[config.mk]
export PLATFORM = sky130hd
export DESIGN_NAME = mem_access_unit
export DESIGN_NICKNAME = d
export VERILOG_FILES = /design/src/rtl/mem_access_unit_pkg.sv /design/src/rtl/mem_access_unit_load_extract.sv /design/src/rtl/mem_access_unit.sv
export SDC_FILE = /design/constraint.sdc
export NUM_CORES = 1
export LEC_CHECK = 0
export BUFFER_PORTS_ARGS = -buffer_cell sky130_fd_sc_hd__buf_2
export CORE_ASPECT_RATIO = 1.75
export CORE_MARGIN = 5
export CORE_UTILIZATION = 42
export DETAILED_ROUTE_END_ITERATION = 7
export PLACE_DENSITY = 0.73
export SLEW_MARGIN = 40
export SYNTH_ARGS = -nofsm -noshare
export SYNTH_HDL_FRONTEND = slang
export SYNTH_SLANG_ARGS = --single-unit
[constraint.sdc]
create_clock -name clk -period 1.7 [get_ports clk]
set_clock_uncertainty 0.15 [all_clocks]
set_input_delay 0.085 -clock clk [delete_from_list [all_inputs] [get_ports clk]]
set_output_delay 0.085 -clock clk [all_outputs]
set_load 0.02 [all_outputs]
[src/rtl/mem_access_unit_pkg.sv]
// Shared encodings, FSM states and lane helpers for the load/store unit.
package mem_access_unit_pkg;

  localparam int unsigned OP_STORE = 3;
  localparam int unsigned OP_UNS   = 2;

  localparam logic [1:0] SZ_B = 2'd0;
  localparam logic [1:0] SZ_H = 2'd1;
  localparam logic [1:0] SZ_W = 2'd2;

  typedef enum logic [1:0] {
    ST_IDLE = 2'd0,
    ST_REQ  = 2'd1,
    ST_DONE = 2'd2
  } state_t;

  // Attributes of the in-flight request needed after the bus handshake.
  typedef struct packed {
    logic       store;
    logic       uns;
    logic [1:0] size;
    logic [1:0] lane;
  } req_t;

  // Size 3 is always illegal; halves need even, words need 4-byte alignment.
  function automatic logic is_illegal(input logic [1:0] size, input logic [1:0] lane);
    case (size)
      SZ_B:    return 1'b0;
      SZ_H:    return lane[0];
      SZ_W:    return |lane;
      default: return 1'b1;
    endcase
  endfunction

  // Little-endian byte enables for a store of the given size at the given lane.
  function automatic logic [3:0] lane_mask(input logic [1:0] size, input logic [1:0] lane);
    case (size)
      SZ_B:    return 4'(4'b0001 << lane);
      SZ_H:    return 4'(4'b0011 << lane);
      default: return 4'b1111;
    endcase
  endfunction

  // Replicate the store operand so every candidate lane carries it.
  function automatic logic [31:0] lane_data(input logic [1:0] size, input logic [31:0] data);
    case (size)
      SZ_B:    return {4{data[7:0]}};
      SZ_H:    return {2{data[15:0]}};
      default: return data;
    endcase
  endfunction

endpackage

[src/rtl/mem_access_unit_load_extract.sv]
// Selects the addressed byte/half of a read word and sign- or zero-extends it.
module mem_access_unit_load_extract
  import mem_access_unit_pkg::*;
(
  input  logic [31:0] word,
  input  logic [1:0]  lane,
  input  logic [1:0]  size,
  input  logic        uns,
  output logic [31:0] value
);

  logic [31:0] shifted;

  // Move the addressed lane down to bit 0, then extend to 32 bits.
  always_comb begin
    shifted = word >> {lane, 3'b000};
    case (size)
      SZ_B:    value = uns ? {24'd0, shifted[7:0]}  : {{24{shifted[7]}},  shifted[7:0]};
      SZ_H:    value = uns ? {16'd0, shifted[15:0]} : {{16{shifted[15]}}, shifted[15:0]};
      default: value = word;
    endcase
  end

endmodule

[src/rtl/mem_access_unit.sv]
// Load/store stage: one data-memory transaction per request with lane steering,
// alignment check and bus timeout.
module mem_access_unit
  import mem_access_unit_pkg::*;
#(
  parameter int unsigned TIMEOUT = 16
) (
  input  logic        clk,
  input  logic        rst,
  input  logic        start,
  input  logic [3:0]  op,
  input  logic [31:0] addr,
  input  logic [31:0] wdata,
  output logic        busy,
  output logic        done,
  output logic [31:0] rdata,
  output logic        addr_err,
  output logic        bus_err,
  output logic        mem_req,
  output logic        mem_we,
  output logic [31:0] mem_addr,
  output logic [3:0]  mem_wmask,
  output logic [31:0] mem_wdata,
  input  logic        mem_ack,
  input  logic [31:0] mem_rdata
);

  localparam int unsigned CNT_W = (TIMEOUT > 2) ? $clog2(TIMEOUT) : 1;

  state_t             state, state_d;
  logic [CNT_W-1:0]   cnt, cnt_d;
  req_t               req_q, req_d;
  logic [31:0]        ext_c;

  logic               busy_d, done_d, addr_err_d, bus_err_d;
  logic               mem_req_d, mem_we_d;
  logic [31:0]        rdata_d, mem_addr_d, mem_wdata_d;
  logic [3:0]         mem_wmask_d;

  mem_access_unit_load_extract u_extract (
    .word  (mem_rdata),
    .lane  (req_q.lane),
    .size  (req_q.size),
    .uns   (req_q.uns),
    .value (ext_c)
  );

  // State, counter, latched request and all registered outputs.
  always_ff @(posedge clk) begin
    if (rst) begin
      state     <= ST_IDLE;
      cnt       <= '0;
      req_q     <= '0;
      busy      <= 1'b0;
      done      <= 1'b0;
      rdata     <= '0;
      addr_err  <= 1'b0;
      bus_err   <= 1'b0;
      mem_req   <= 1'b0;
      mem_we    <= 1'b0;
      mem_addr  <= '0;
      mem_wmask <= '0;
      mem_wdata <= '0;
    end else begin
      state     <= state_d;
      cnt       <= cnt_d;
      req_q     <= req_d;
      busy      <= busy_d;
      done      <= done_d;
      rdata     <= rdata_d;
      addr_err  <= addr_err_d;
      bus_err   <= bus_err_d;
      mem_req   <= mem_req_d;
      mem_we    <= mem_we_d;
      mem_addr  <= mem_addr_d;
      mem_wmask <= mem_wmask_d;
      mem_wdata <= mem_wdata_d;
    end
  end

  // Next state and next output values; bus outputs are only non-zero in REQ.
  always_comb begin
    state_d     = state;
    cnt_d       = cnt;
    req_d       = req_q;
    done_d      = 1'b0;
    rdata_d     = '0;
    addr_err_d  = 1'b0;
    bus_err_d   = 1'b0;
    mem_req_d   = 1'b0;
    mem_we_d    = 1'b0;
    mem_addr_d  = '0;
    mem_wmask_d = '0;
    mem_wdata_d = '0;

    case (state)
      ST_IDLE: begin
        if (start) begin
          req_d.store = op[OP_STORE];
          req_d.uns   = op[OP_UNS];
          req_d.size  = op[1:0];
          req_d.lane  = addr[1:0];
          if (is_illegal(op[1:0], addr[1:0])) begin
            state_d    = ST_DONE;
            done_d     = 1'b1;
            addr_err_d = 1'b1;
          end else begin
            state_d     = ST_REQ;
            cnt_d       = '0;
            mem_req_d   = 1'b1;
            mem_we_d    = op[OP_STORE];
            mem_addr_d  = {addr[31:2], 2'b00};
            mem_wmask_d = op[OP_STORE] ? lane_mask(op[1:0], addr[1:0]) : 4'b0000;
            mem_wdata_d = op[OP_STORE] ? lane_data(op[1:0], wdata) : 32'd0;
          end
        end
      end
      ST_REQ: begin
        if (mem_ack) begin
          state_d = ST_DONE;
          done_d  = 1'b1;
          rdata_d = req_q.store ? 32'd0 : ext_c;
        end else if (cnt == CNT_W'(TIMEOUT - 1)) begin
          state_d   = ST_DONE;
          done_d    = 1'b1;
          bus_err_d = 1'b1;
        end else begin
          cnt_d       = cnt + CNT_W'(1);
          mem_req_d   = 1'b1;
          mem_we_d    = mem_we;
          mem_addr_d  = mem_addr;
          mem_wmask_d = mem_wmask;
          mem_wdata_d = mem_wdata;
        end
      end
      ST_DONE: begin
        state_d = ST_IDLE;
      end
      default: begin
        state_d = ST_IDLE;
      end
    endcase

    busy_d = (state_d != ST_IDLE);
  end

endmodule

Word-level counts from Yosys, hierarchy flattened
Index checks and enable logic that the tools add are counted.
{"block": "op_classes", "n_bitwise": 3, "shifts": 3, "n_addsub": 1, "n_eq_ne": 10, "reduce_logical": 11, "n_mux": 48}
{"operator": "2-to-1 mux 32 bit", "count": 9}
{"operator": "one-hot mux 32 bit (2 select lines)", "count": 4}
{"operator": "2-to-1 mux 4 bit", "count": 9}
{"operator": "right shift 32 x 5 -> 16 bit", "count": 1}
{"operator": "one-hot mux 4 bit (2 select lines)", "count": 3}
{"operator": "2-to-1 mux 1 bit", "count": 14}
{"operator": "2-to-1 mux 2 bit", "count": 4}
{"operator": "!= test 2 bit (second input constant)", "count": 4}
{"operator": "== test 2 x 1 -> 1 bit (second input constant)", "count": 3}
{"operator": "zero test 2 bit", "count": 3}
{"operator": "one-hot mux 1 bit (2 select lines)", "count": 3}
{"operator": "AND reduction 5 bit", "count": 1}
{"operator": "adder 4 x 1 -> 4 bit (second input constant)", "count": 1}
{"operator": "== test 4 bit (second input constant)", "count": 1}
{"operator": "one-hot mux 2 bit (2 select lines)", "count": 1}
{"operator": "nonzero test 2 bit", "count": 2}
{"operator": "OR reduction 2 bit", "count": 2}
{"operator": "OR reduction 4 bit", "count": 1}
{"operator": "left shift 1 x 2 -> 4 bit (first input constant)", "count": 1}
{"operator": "left shift 2 x 2 -> 4 bit (first input constant)", "count": 1}
{"operator": "!= test 3 bit (second input constant)", "count": 1}
{"operator": "NOT 1 bit", "count": 3}
{"operator": "one-hot mux 1 bit (3 select lines)", "count": 1}
{"operator": "OR reduction 3 bit", "count": 1}
{"operator": "2 further kinds", "count": 2}
{"block": "word_totals", "regBits": 118, "inputBits": 104, "wordCells": 92}

Depth between registers and ports, before layout
Gate-level depths: netlist (run 1).
{"block": "logic_depth", "word_depth": 8, "depth_mapped": 7, "depth_no_buf": 5}

Hierarchy
From an unflattened synthesis (run 1), not the netlist that was laid out.
{"block": "unflattened", "cells_unflattened": 500, "area_unflattened_um2": 4999.8}
{"mod": "mem_access_unit", "cells_per_inst": 387, "area_each_um2": 4259.1, "n_inst": 1}
{"mod": "mem_access_unit_load_extract", "cells_per_inst": 113, "area_each_um2": 740.7, "n_inst": 1}

Worst setup path after synthesis (run 1)
OpenSTA, ideal clock, no wires.
{"block": "synth_timing", "path_kind": "register to register", "start": "register state[0]", "end": "register rdata[22]", "path_stages_with_launch": 7, "period_less_slack_ns": 1.843, "arrival_time_ns": 1.636, "path_slack_ns": -0.143, "n_path_buf": 2, "cell_sequence": "dfxtp_1 or3b_4 or3b_1 buf_6 nor2_8 buf_6 a21o_1"}
{"block": "synth_between", "elab_chain_cells": 3}
{"item": "from (decl)", "line_no": "mem_access_unit.sv:30", "text": "state_t state, state_d;"}
{"item": "from (signal assigned)", "line_no": "mem_access_unit.sv:65", "text": "state <= state_d;"}
{"item": "== test 2 x 1 -> 1 bit", "line_no": "mem_access_unit.sv:96", "text": "case (state)"}
{"item": "NOT 1 bit (no source line)"}
{"item": "OR reduction 4 bit (no source line)"}
{"item": "to (signal assigned)", "line_no": "mem_access_unit.sv:70", "text": "rdata <= rdata_d;"}
{"item": "to (decl)", "line_no": "mem_access_unit.sv:16", "text": "output logic [31:0] rdata,"}
No other way between the ends.
A chain may end at the register's enable or synchronous reset.

Worst setup path in the final report (run 1)
{"block": "layout_timing", "start": "register state[1]", "end": "register rdata[28]"}
The elaborated chain is that of the path after synthesis.

==> impl_metrics.ini, run 1 <==
[sta]
max_freq_ghz = 0.5619
setup_viol = 22
rsz0062_at_grt = true
period_share = 1.047
hold_slack_ns = -0.1484
min_period_ns = 1.780
slew_violations = 0
final.setup.worst_slack_ns = -0.07977
hold_viol = 1

[detailed_routing]
first_pass_iters = 5
met3_length_microns = 1382
dr.max_layer_used = met4
viasPerCell = 5.484
dr_wl_met2_microns = 10310
drc = 0
via_count = 5363
initialDrtViolationCount = 242
antenna_left = 0
totalWireLength_microns = 18820
m1WireLength_microns = 6133
drt-wirelength-per-cell_microns = 19.24

[placement]
io_buffers = 207
gp_congestion = 0.9038
dp.cells = 833
hpwl_microns = 11110

[run_status]
status = finished with violations
failed_checks = negative hold slack, negative setup slack

[setup_path]
crit_path_frequent_cell = or3b_4
worstPathBufferInverterCount = 0
critPathTopFamily = simple AND/OR/NAND/NOR gates
worstSetupEndpointType = register
critPathKind = register to register
crit_path_max_incr_delay_ns = 0.46
worstPathRequired_ns = 1.90
critPathMaxFanout = 8
path_cells = or3b_4 > or3b_4 > nor2_4 > a21o_1
crit_arrival_ns = 1.98
slowest_stage = or3b_4
start_kind = register

[synth]
netlist_area_sq_mm = 0.004710
ys_seq_area_frac = 0.4931
synth.avg_cell_area_sq_um = 9.363
synth_seq_cells = 116
synthCells = 503
yosysWarnings = 0
synth_cell_types = 41

[pwr]
ir_drop_uv = 785.7
p_leak_uw = 0.003813
p_per_area_mw_per_mm2 = 948.5

[clock_tree]
cts_tree = yes
htree_levels = 4
holdBufCountCts = 102
cts_buffer_depth = 2
clk_pin_slew_ns = 0.05
clk_latency_ns = 0.41
numCtsBuffers = 17
cts-root-buf = clkbuf_16
cts.sinks = 116

[global_route]
grt_antenna_before_repair = 1
overflow = 0
grt_pass1_vias = 5574
track_usage = 0.2614
grt_first_pass_wirelength_microns = 28350
grt_max_degree = 43

[floorplan]
die_area_sq_mm = 0.01351
fp-row-count = 51
ioPinCount = 210
die_x_microns = 90.05
initial_utilization = 0.4266
core_sq_mm = 0.01104
die_h_microns = 150.1

[final_layout]
fin_util = 0.7255
syn2layout_area_growth_pct = 70.06
antenna_cells = 0
fin_nets = 940
fillers = 731
drive_gt1_frac = 0.3783
fin_cells = 978

[run]
maxCapViolations = 0

[worst_hold_path]
hold_class = input pin to register
-- synthesized netlist by cell type --
| cell | count | area (sq um) |
|---|---|---|
| ha_1 | 1 | 12.51 |
| mux2_2 | 17 | 191.4 |
| o2111a_2 | 1 | 12.51 |
| a32o_1 | 1 | 10.01 |
| nor3_1 | 9 | 45.04 |
| a21oi_1 | 23 | 115.1 |
| buf_1 | 4 | 15.01 |
| nand2_1 | 22 | 82.58 |
| o211a_1 | 1 | 10.01 |
| buf_2 | 6 | 30.03 |
| nor3b_2 | 1 | 12.51 |
| inv_1 | 3 | 11.26 |
| a22oi_1 | 63 | 473.0 |
| a21o_1 | 23 | 172.7 |
| buf_4 | 3 | 22.52 |
| a211oi_1 | 1 | 7.510 |
| conb_1 | 1 | 3.750 |
| or3b_4 | 1 | 11.26 |
| nor2_1 | 90 | 337.8 |
| nor4_1 | 1 | 6.260 |
| or2b_1 | 1 | 7.510 |
| nor2_8 | 1 | 20.02 |
| clkbuf_1 | 25 | 93.84 |
| mux2i_1 | 29 | 290.3 |
| a31o_2 | 4 | 35.03 |
| o21ai_0 | 25 | 125.1 |
| nor3b_1 | 1 | 7.510 |
| nand3b_1 | 1 | 7.510 |
| o221ai_1 | 7 | 61.31 |
| o2bb2ai_1 | 1 | 8.760 |
| xnor2_1 | 2 | 17.52 |
| or3b_1 | 1 | 8.760 |
| nand2b_1 | 1 | 6.260 |
| a32oi_1 | 1 | 8.760 |
| clkinv_1 | 1 | 3.750 |
| o21a_1 | 3 | 22.52 |
| nor2b_1 | 4 | 25.02 |
| a31oi_1 | 1 | 6.260 |
| nand3_1 | 3 | 15.01 |
| buf_6 | 3 | 33.78 |
| dfxtp_1 | 116 | 2322 |
-- through the flow --
step	area, sq um	total power, uW	setup WS (ns)	TNS [ns]
2_1_floorplan	4725	3359	-0.09318	-0.9318
3_3_place_gp	6023	3724	-0.03864	-2.442
3_5_place_dp	6023	3746	-0.07598	-3.573
4_1_cts	7752	7535	-0.04845	-0.6166
5_1_grt	8009	7853	-0.1096	-1.445
6_report	8009	7597	-0.07977	-0.6836
-- layer usage --
metal,vias up,GRT usage
met5,-,0
met4,0,0.1416
met3,78,0.07596
met2,299,0.4930
met1,2512,0.2509
li1,2474,-
-- power by group --
group / leakage (uW) / internal [uW] / switching (uW)
combinational: 0.00259 / 589 / 577
clock: 0.000277 / 2360 / 1240
sequential: 0.000942 / 2790 / 43.0
-- sequential cells by signal, indices dropped and copies added (netlist names) --
register	count
busy	1
mem_addr	30
mem_wmask	4
bus_err	1
mem_req	1
state	2
mem_wdata	32
cnt	4
addr_err	1
done	1
mem_we	1
rdata	32
req_q	6
-- area by class of cell --
type	count	area [sq um]	share of cell area
repair buffers	352	2636	0.3292
flip-flops and latches	116	2330	0.2909
multi-input cells	344	2272	0.2837
clock buffers	21	460.4	0.05749
well taps	132	165.2	0.02062
clock inverters	9	130.1	0.01625
inverters	4	15.01	0.001875
-- final timing paths --
| path | startpoint | to | slack, ns | depth (start not counted) |
|---|---|---|---|---|
| max reg2reg | state[1]$_SDFF_PP0_ | rdata[28]$_SDFF_PP0_ | -0.08 | 4 |
| max | state[1]$_SDFF_PP0_ | rdata[28]$_SDFF_PP0_ | -0.08 | 4 |
| min | rst | bus_err$_SDFF_PP0_ | -0.15 | 3 |
| min reg2reg | mem_wmask[3]$_SDFFE_PP0P_ | mem_wmask[3]$_SDFFE_PP0P_ | 0.31 | 2 |
-- cells in the final DEF (no fill, tap or decap), drive strengths merged, types with 7 or more instances in the layout --
cell type    synthesis  routed
buf                 16     242
dfxtp              116     116
dlygate4sd3          0     102
nor2                91      92
a22oi               63      63
mux2i               29      29
clkbuf              25      29
o21ai               25      25
a21o                23      23
a21oi               23      23
nand2               22      22
mux2                17      17
nor3                 9       9
o221ai               7       7
-- tightest hold or removal path: stages --
cell    delay [ns]
buf_2         0.09
or3b_4        0.13
nor3_1        0.05
-- timing repair --
action	4_1_cts	5_1_grt
gates cloned	3	7
resized for setup	8	22
buffers inserted	2	2
hold endpoints to repair	99	1
pin swaps	10	8
setup endpoints to repair	91	96
-- logic make-up after synthesis --
family | Yosys count | share of synthesized area
other | 1 | 0.0007963
flip-flops | 116 | 0.4931
AND/OR/NAND/NOR | 137 | 0.1259
multiplexers | 46 | 0.1023
buffers and inverters | 45 | 0.04463
AO/OA/AOI/OAI | 155 | 0.2269
XOR/XNOR | 2 | 0.003720
adder cells (fa/ha/maj) | 1 | 0.002656
Note: power is estimated with default switching activity, not from simulation.
==> run 2: changes to the inputs <==
--- a/config.mk
+++ b/config.mk
@@ -6,11 +6,13 @@
 export NUM_CORES = 1
 export LEC_CHECK = 0
 export BUFFER_PORTS_ARGS = -buffer_cell sky130_fd_sc_hd__buf_2
+export CELL_PAD_IN_SITES_DETAIL_PLACEMENT = 0
+export CELL_PAD_IN_SITES_GLOBAL_PLACEMENT = 1
 export CORE_ASPECT_RATIO = 1.75
 export CORE_MARGIN = 5
-export CORE_UTILIZATION = 42
+export CORE_UTILIZATION = 31
 export DETAILED_ROUTE_END_ITERATION = 7
-export PLACE_DENSITY = 0.73
+export PLACE_DENSITY = 0.74
 export SLEW_MARGIN = 40
 export SYNTH_ARGS = -nofsm -noshare
 export SYNTH_HDL_FRONTEND = slang
==> run 2 against run 1 <==
Against the previous run: the flow still finishes with violations (negative hold slack, negative setup slack); worst hold slack improved by 0.047 ns; critical endpoint is now rdata[30]$_SDFF_PP0_; non-clock buffer count fell by 6; cell count rose by 4.7%.
==> impl_metrics.ini, run 2 (same netlist as run 1, synthesis figures left out) <==
[detailed_routing]
dr_wl_met2_microns = 9608
antenna_left = 0
drt-wirelength-per-cell_microns = 17.33
via_count = 5078
totalWireLength_microns = 17750
initialDrtViolationCount = 181
drc = 0
first_pass_iters = 5
viasPerCell = 4.959
dr.max_layer_used = met4
met3_length_microns = 990
m1WireLength_microns = 6343

[setup_path]
start_kind = register
worstPathRequired_ns = 1.90
critPathLaunch = state[1]$_SDFF_PP0_
critPathMaxFanout = 8
crit_path_frequent_cell = or3b_4
reg2reg_setup_slack_ns = -0.07
path_cells = or3b_4 > or3b_4 > nor2_4 > a21o_1
worstSetupEndpointType = register
crit_path_max_incr_delay_ns = 0.47
crit_arrival_ns = 1.97
reg2reg_to = rdata[30]$_SDFF_PP0_
slowest_stage = or3b_4
reg2reg_depth = 4
r2r_start = state[1]$_SDFF_PP0_
critPathKind = register to register

[floorplan]
initial_utilization = 0.3158
ioPinCount = 210
die_area_sq_mm = 0.01785
fp-row-count = 59
die_x_microns = 103.2
core_sq_mm = 0.01491
die_h_microns = 173.1

[clock_tree]
htree_levels = 4
holdBufCountCts = 102
clk_latency_ns = 0.40
cts_buffer_depth = 2
cts_tree = yes
numCtsBuffers = 17
cts-root-buf = clkbuf_16
cts.sinks = 116
clk_pin_slew_ns = 0.05

[run_status]
failed_checks = negative hold slack, negative setup slack
status = finished with violations

[sta]
period_share = 1.043
hold_slack_ns = -0.1014
setup_viol = 24
hold_viol = 1
max_freq_ghz = 0.5639
slew_violations = 0
final.setup.worst_slack_ns = -0.07341
rsz0062_at_grt = true
min_period_ns = 1.773

[final_layout]
drive_gt1_frac = 0.3734
fillers = 1335
multi_input_area_sq_mm = 0.002271
layout.cells.most_common = buf_2
fin_cells = 1024
syn2layout_area_growth_pct = 69.79
layout_common_cells = 207 x buf_2, 115 x dfxtp_1, 102 x dlygate4sd3_1
fin_nets = 934
antenna_cells = 0
seqCellArea_sq_mm = 0.002323
largestRegisters = mem_wdata (32), rdata (32), mem_addr (30)

[placement]
io_buffers = 207
gp_congestion = 0.7870
dp.cells = 884
hpwl_microns = 11810
post-place-ws_ns = -0.09397

[pwr]
ir_drop_uv = 634.6
p_per_area_mw_per_mm2 = 967.2
p_leak_uw = 0.003797

[worst_hold_path]
hold_class = input pin to register
min-delay-start = rst
hold_end = bus_err$_SDFF_PP0_
min_path_cells = 3

[global_route]
grt_antenna_before_repair = 0
grt_max_degree = 48
grt_pass1_vias = 5374
track_usage = 0.1925
overflow = 0
grt_first_pass_wirelength_microns = 26900

[run]
maxCapViolations = 0
==> run 2: layout make-up <==
type,count,share of cell area
repair buffers,346,0.3167
flip-flops and latches,116,0.2906
multi-input cells,344,0.2840
clock buffers,22,0.05930
well taps,183,0.02863
clock inverters,9,0.01893
inverters,4,0.001878
==> run 2: worst max-delay path by stage <==
stage | end | slack, ns | cells past startpoint
2_1_floorplan | rdata[22]$_SDFF_PP0_ | -0.09 | 5
3_3_place_gp | rdata[18]$_SDFF_PP0_ | -0.06 | 4
3_5_place_dp | rdata[17]$_SDFF_PP0_ | -0.09 | 4
4_1_cts | rdata[30]$_SDFF_PP0_ | -0.09 | 4
5_1_grt | rdata[30]$_SDFF_PP0_ | -0.14 | 4
6_report | rdata[30]$_SDFF_PP0_ | -0.07 | 4
==> run 2: timing repair <==
| action | CTS | global route |
|---|---|---|
| pin swaps | 12 | 6 |
| cloned | 2 | 4 |
| setup endpoints to repair | 34 | 65 |
| buffers inserted | 1 | 0 |
| hold endpoints to repair | 103 | 1 |
| gates resized for setup | 4 | 13 |
==> run 2: worst max-delay path, delay by kind of cell (launching register included) <==
family	cells	cell delay (ns)
AOI/OAI and AO/OA	1	0.15
and+or+nand+nor	3	1.11
DFF	1	0.31
==> run 2: where the power goes <==
group	switching [uW]	total, uW	internal (uW)
registers	40.1	2830	2790
clock network	1240	3800	2560
logic	548	1110	558
==> run 2: stage by stage <==
stage	setup TNS [ns]	power [uW]	hold WS (ns)	cell area, sq um	utilization
floorplan	-0.9318	3359	0.01236	4725	-
global placement	-0.8679	3735	0.1648	6112	0.4099
detailed placement	-1.351	3749	0.1681	6112	0.4099
CTS	-1.478	7772	-0.1279	7840	0.5258
global route	-2.134	8047	-0.1147	7996	0.5362
finish	-0.9060	7734	-0.1014	7996	0.5362
==> run 2: routing by layer <==
metal	track usage	vias to the layer above
met5	0	-
met4	0.1140	0
met3	0.04879	58
met1	0.1897	2367
met2	0.3473	199
li1	-	2454
==> run 3: changes to the inputs <==
--- a/config.mk
+++ b/config.mk
@@ -6,13 +6,14 @@
 export NUM_CORES = 1
 export LEC_CHECK = 0
 export BUFFER_PORTS_ARGS = -buffer_cell sky130_fd_sc_hd__buf_2
+export CAP_MARGIN = 25
 export CELL_PAD_IN_SITES_DETAIL_PLACEMENT = 0
 export CELL_PAD_IN_SITES_GLOBAL_PLACEMENT = 1
 export CORE_ASPECT_RATIO = 1.75
 export CORE_MARGIN = 5
-export CORE_UTILIZATION = 31
+export CORE_UTILIZATION = 34
 export DETAILED_ROUTE_END_ITERATION = 7
-export PLACE_DENSITY = 0.74
+export PLACE_DENSITY = 0.78
 export SLEW_MARGIN = 40
 export SYNTH_ARGS = -nofsm -noshare
 export SYNTH_HDL_FRONTEND = slang
==> constraint.sdc (replaced) <==
create_clock -name clk -period 2 [get_ports clk]
set_clock_uncertainty 0.15 [all_clocks]
set_input_delay 0.1 -clock clk [delete_from_list [all_inputs] [get_ports clk]]
set_output_delay 0.1 -clock clk [all_outputs]
set_load 0.02 [all_outputs]
==> run 3 against run 2 <==
Against the previous run: first-iteration DRC count up 27%; critical path type unchanged; global-route usage up 0.21 points; largest power group unchanged; largest cell class is now registers; the run now ends clean; via count down 1.2%; cell count down 2.1%; non-clock buffer count down 14.
==> impl_metrics.ini, run 3 (same netlist as run 1, synthesis figures left out) <==
[setup_path]
crit_arrival_ns = 2.06
critPathMaxFanout = 16
slowest_stage = or3b_1
start_kind = register
crit_path_max_incr_delay_ns = 0.49
worstSetupEndpointType = register
critPathKind = register to register
path_cells = or3b_4 > or3b_1 > nor2_8 > a21o_1
worstPathRequired_ns = 2.19
reg2reg_depth = 4

[global_route]
grt_pass1_vias = 5234
grt_antenna_before_repair = 0
grt_first_pass_wirelength_microns = 25960
overflow = 0
track_usage = 0.1945
grt_max_degree = 50

[final_layout]
syn2layout_area_growth_pct = 62.86
antenna_cells = 0
layout.cells.most_common = buf_2
drive_gt1_frac = 0.3438
largestRegisters = mem_wdata (32), rdata (32), mem_addr (30)
fin_nets = 919
fillers = 1227
layout_common_cells = 207 x buf_2, 116 x dfxtp_1, 103 x dlygate4sd3_1

[pwr]
power.total_uw = 6598
p_per_area_mw_per_mm2 = 860.2
ir_drop_uv = 595.8
p_leak_uw = 0.003672

[sta]
min_period_ns = 1.865
slew_violations = 0
max_freq_ghz = 0.5362
hold_viol = 0
period_share = 0.9325
setup_viol = 0
rsz0062_at_grt = false
tns_ns = 0
hold_slack_ns = 0.1418

[placement]
io_buffers = 207
hpwl_microns = 11320
gp_congestion = 0.7944

[floorplan]
core_sq_mm = 0.01376
fp-row-count = 57
initial_utilization = 0.3422
die_area_sq_mm = 0.01640
ioPinCount = 210
die_h_microns = 165.7
die_x_microns = 98.97

[detailed_routing]
first_pass_iters = 7
initialDrtViolationCount = 229
drt-wirelength-per-cell_microns = 16.34
drc = 0
totalWireLength_microns = 16390
viasPerCell = 5.003
antenna_left = 0
via_count = 5018

[clock_tree]
clk_pin_slew_ns = 0.05
cts.sinks = 116
postCtsSetupBuffers = 0
numCtsBuffers = 17
clk_latency_ns = 0.39
htree_levels = 4
cts_buffer_depth = 2
cts_tree = yes
cts-root-buf = clkbuf_16

[run_status]
status = completed

[worst_hold_path]
min_path_cells = 3
hold_class = input pin to register

[run]
maxCapViolations = 0
## run 3: through the flow
step | std cells | setup WS, ns | utilization | cell area (sq um)
after global routing | 1003 | 0.006892 | 0.5572 | 7670
after CTS | 1003 | 0.09693 | 0.5569 | 7666
after detailed placement | 869 | 0.1119 | 0.4349 | 5986
after floorplan | 504 | 0.1571 | - | 4713
after global placement | 869 | 0.2218 | 0.4349 | 5986
final | 1003 | 0.1350 | 0.5572 | 7670
## run 3: cell type report
class / instances / area [sq um] / area share
inverter: 4 / 15.01 / 0.001958
timing repair buffer: 332 / 2273 / 0.2964
clock buffer: 22 / 474.2 / 0.06183
multi-input combinational: 343 / 2188 / 0.2853
tap: 177 / 221.5 / 0.02887
clock inverter: 9 / 175.2 / 0.02284
sequential: 116 / 2322 / 0.3028
## run 3: path summary, 6_finish.rpt
| check | start | to | slack [ns] |
|---|---|---|---|
| max | state[0]$_SDFF_PP0_ | rdata[26]$_SDFF_PP0_ | 0.13 |
| min | rst | mem_addr[7]$_SDFFE_PP0P_ | 0.14 |
| max reg2reg | state[0]$_SDFF_PP0_ | rdata[26]$_SDFF_PP0_ | 0.13 |
| min reg2reg | mem_wmask[1]$_SDFFE_PP0P_ | mem_wmask[1]$_SDFFE_PP0P_ | 0.34 |
## run 3: report_power, final
| group | switching (uW) | leakage [uW] | total [uW] | internal [uW] |
|---|---|---|---|---|
| Clock | 1030 | 0.000312 | 3320 | 2300 |
| Combinational | 442 | 0.00242 | 866 | 424 |
| Sequential | 34.4 | 0.000940 | 2410 | 2370 |
| Total | 1500 | 0.00367 | 6600 | 5100 |
## run 3: what timing repair did
action / 4_1_cts / 5_1_grt
resized for setup: 0 / 1
setup endpoints to repair: 0 / 14
endpoints found under the hold margin: 105 / 0
hold buffers: 103 / 0
## run 3: per-layer routing
metal	vias to the layer above	global-route usage	routed length (microns)
met4	0	0.09869	618
li1	2418	-	-
met2	225	0.3466	8700
met5	-	0	0
met3	41	0.05303	1085
met1	2334	0.2054	5985
## run 3: critical path, delay by kind of cell (launching register included)
family           cells  cell delay (ns)
flip-flops           1             0.33
AND/OR/NAND/NOR      3             1.15
AO/OA/AOI/OAI        1             0.17
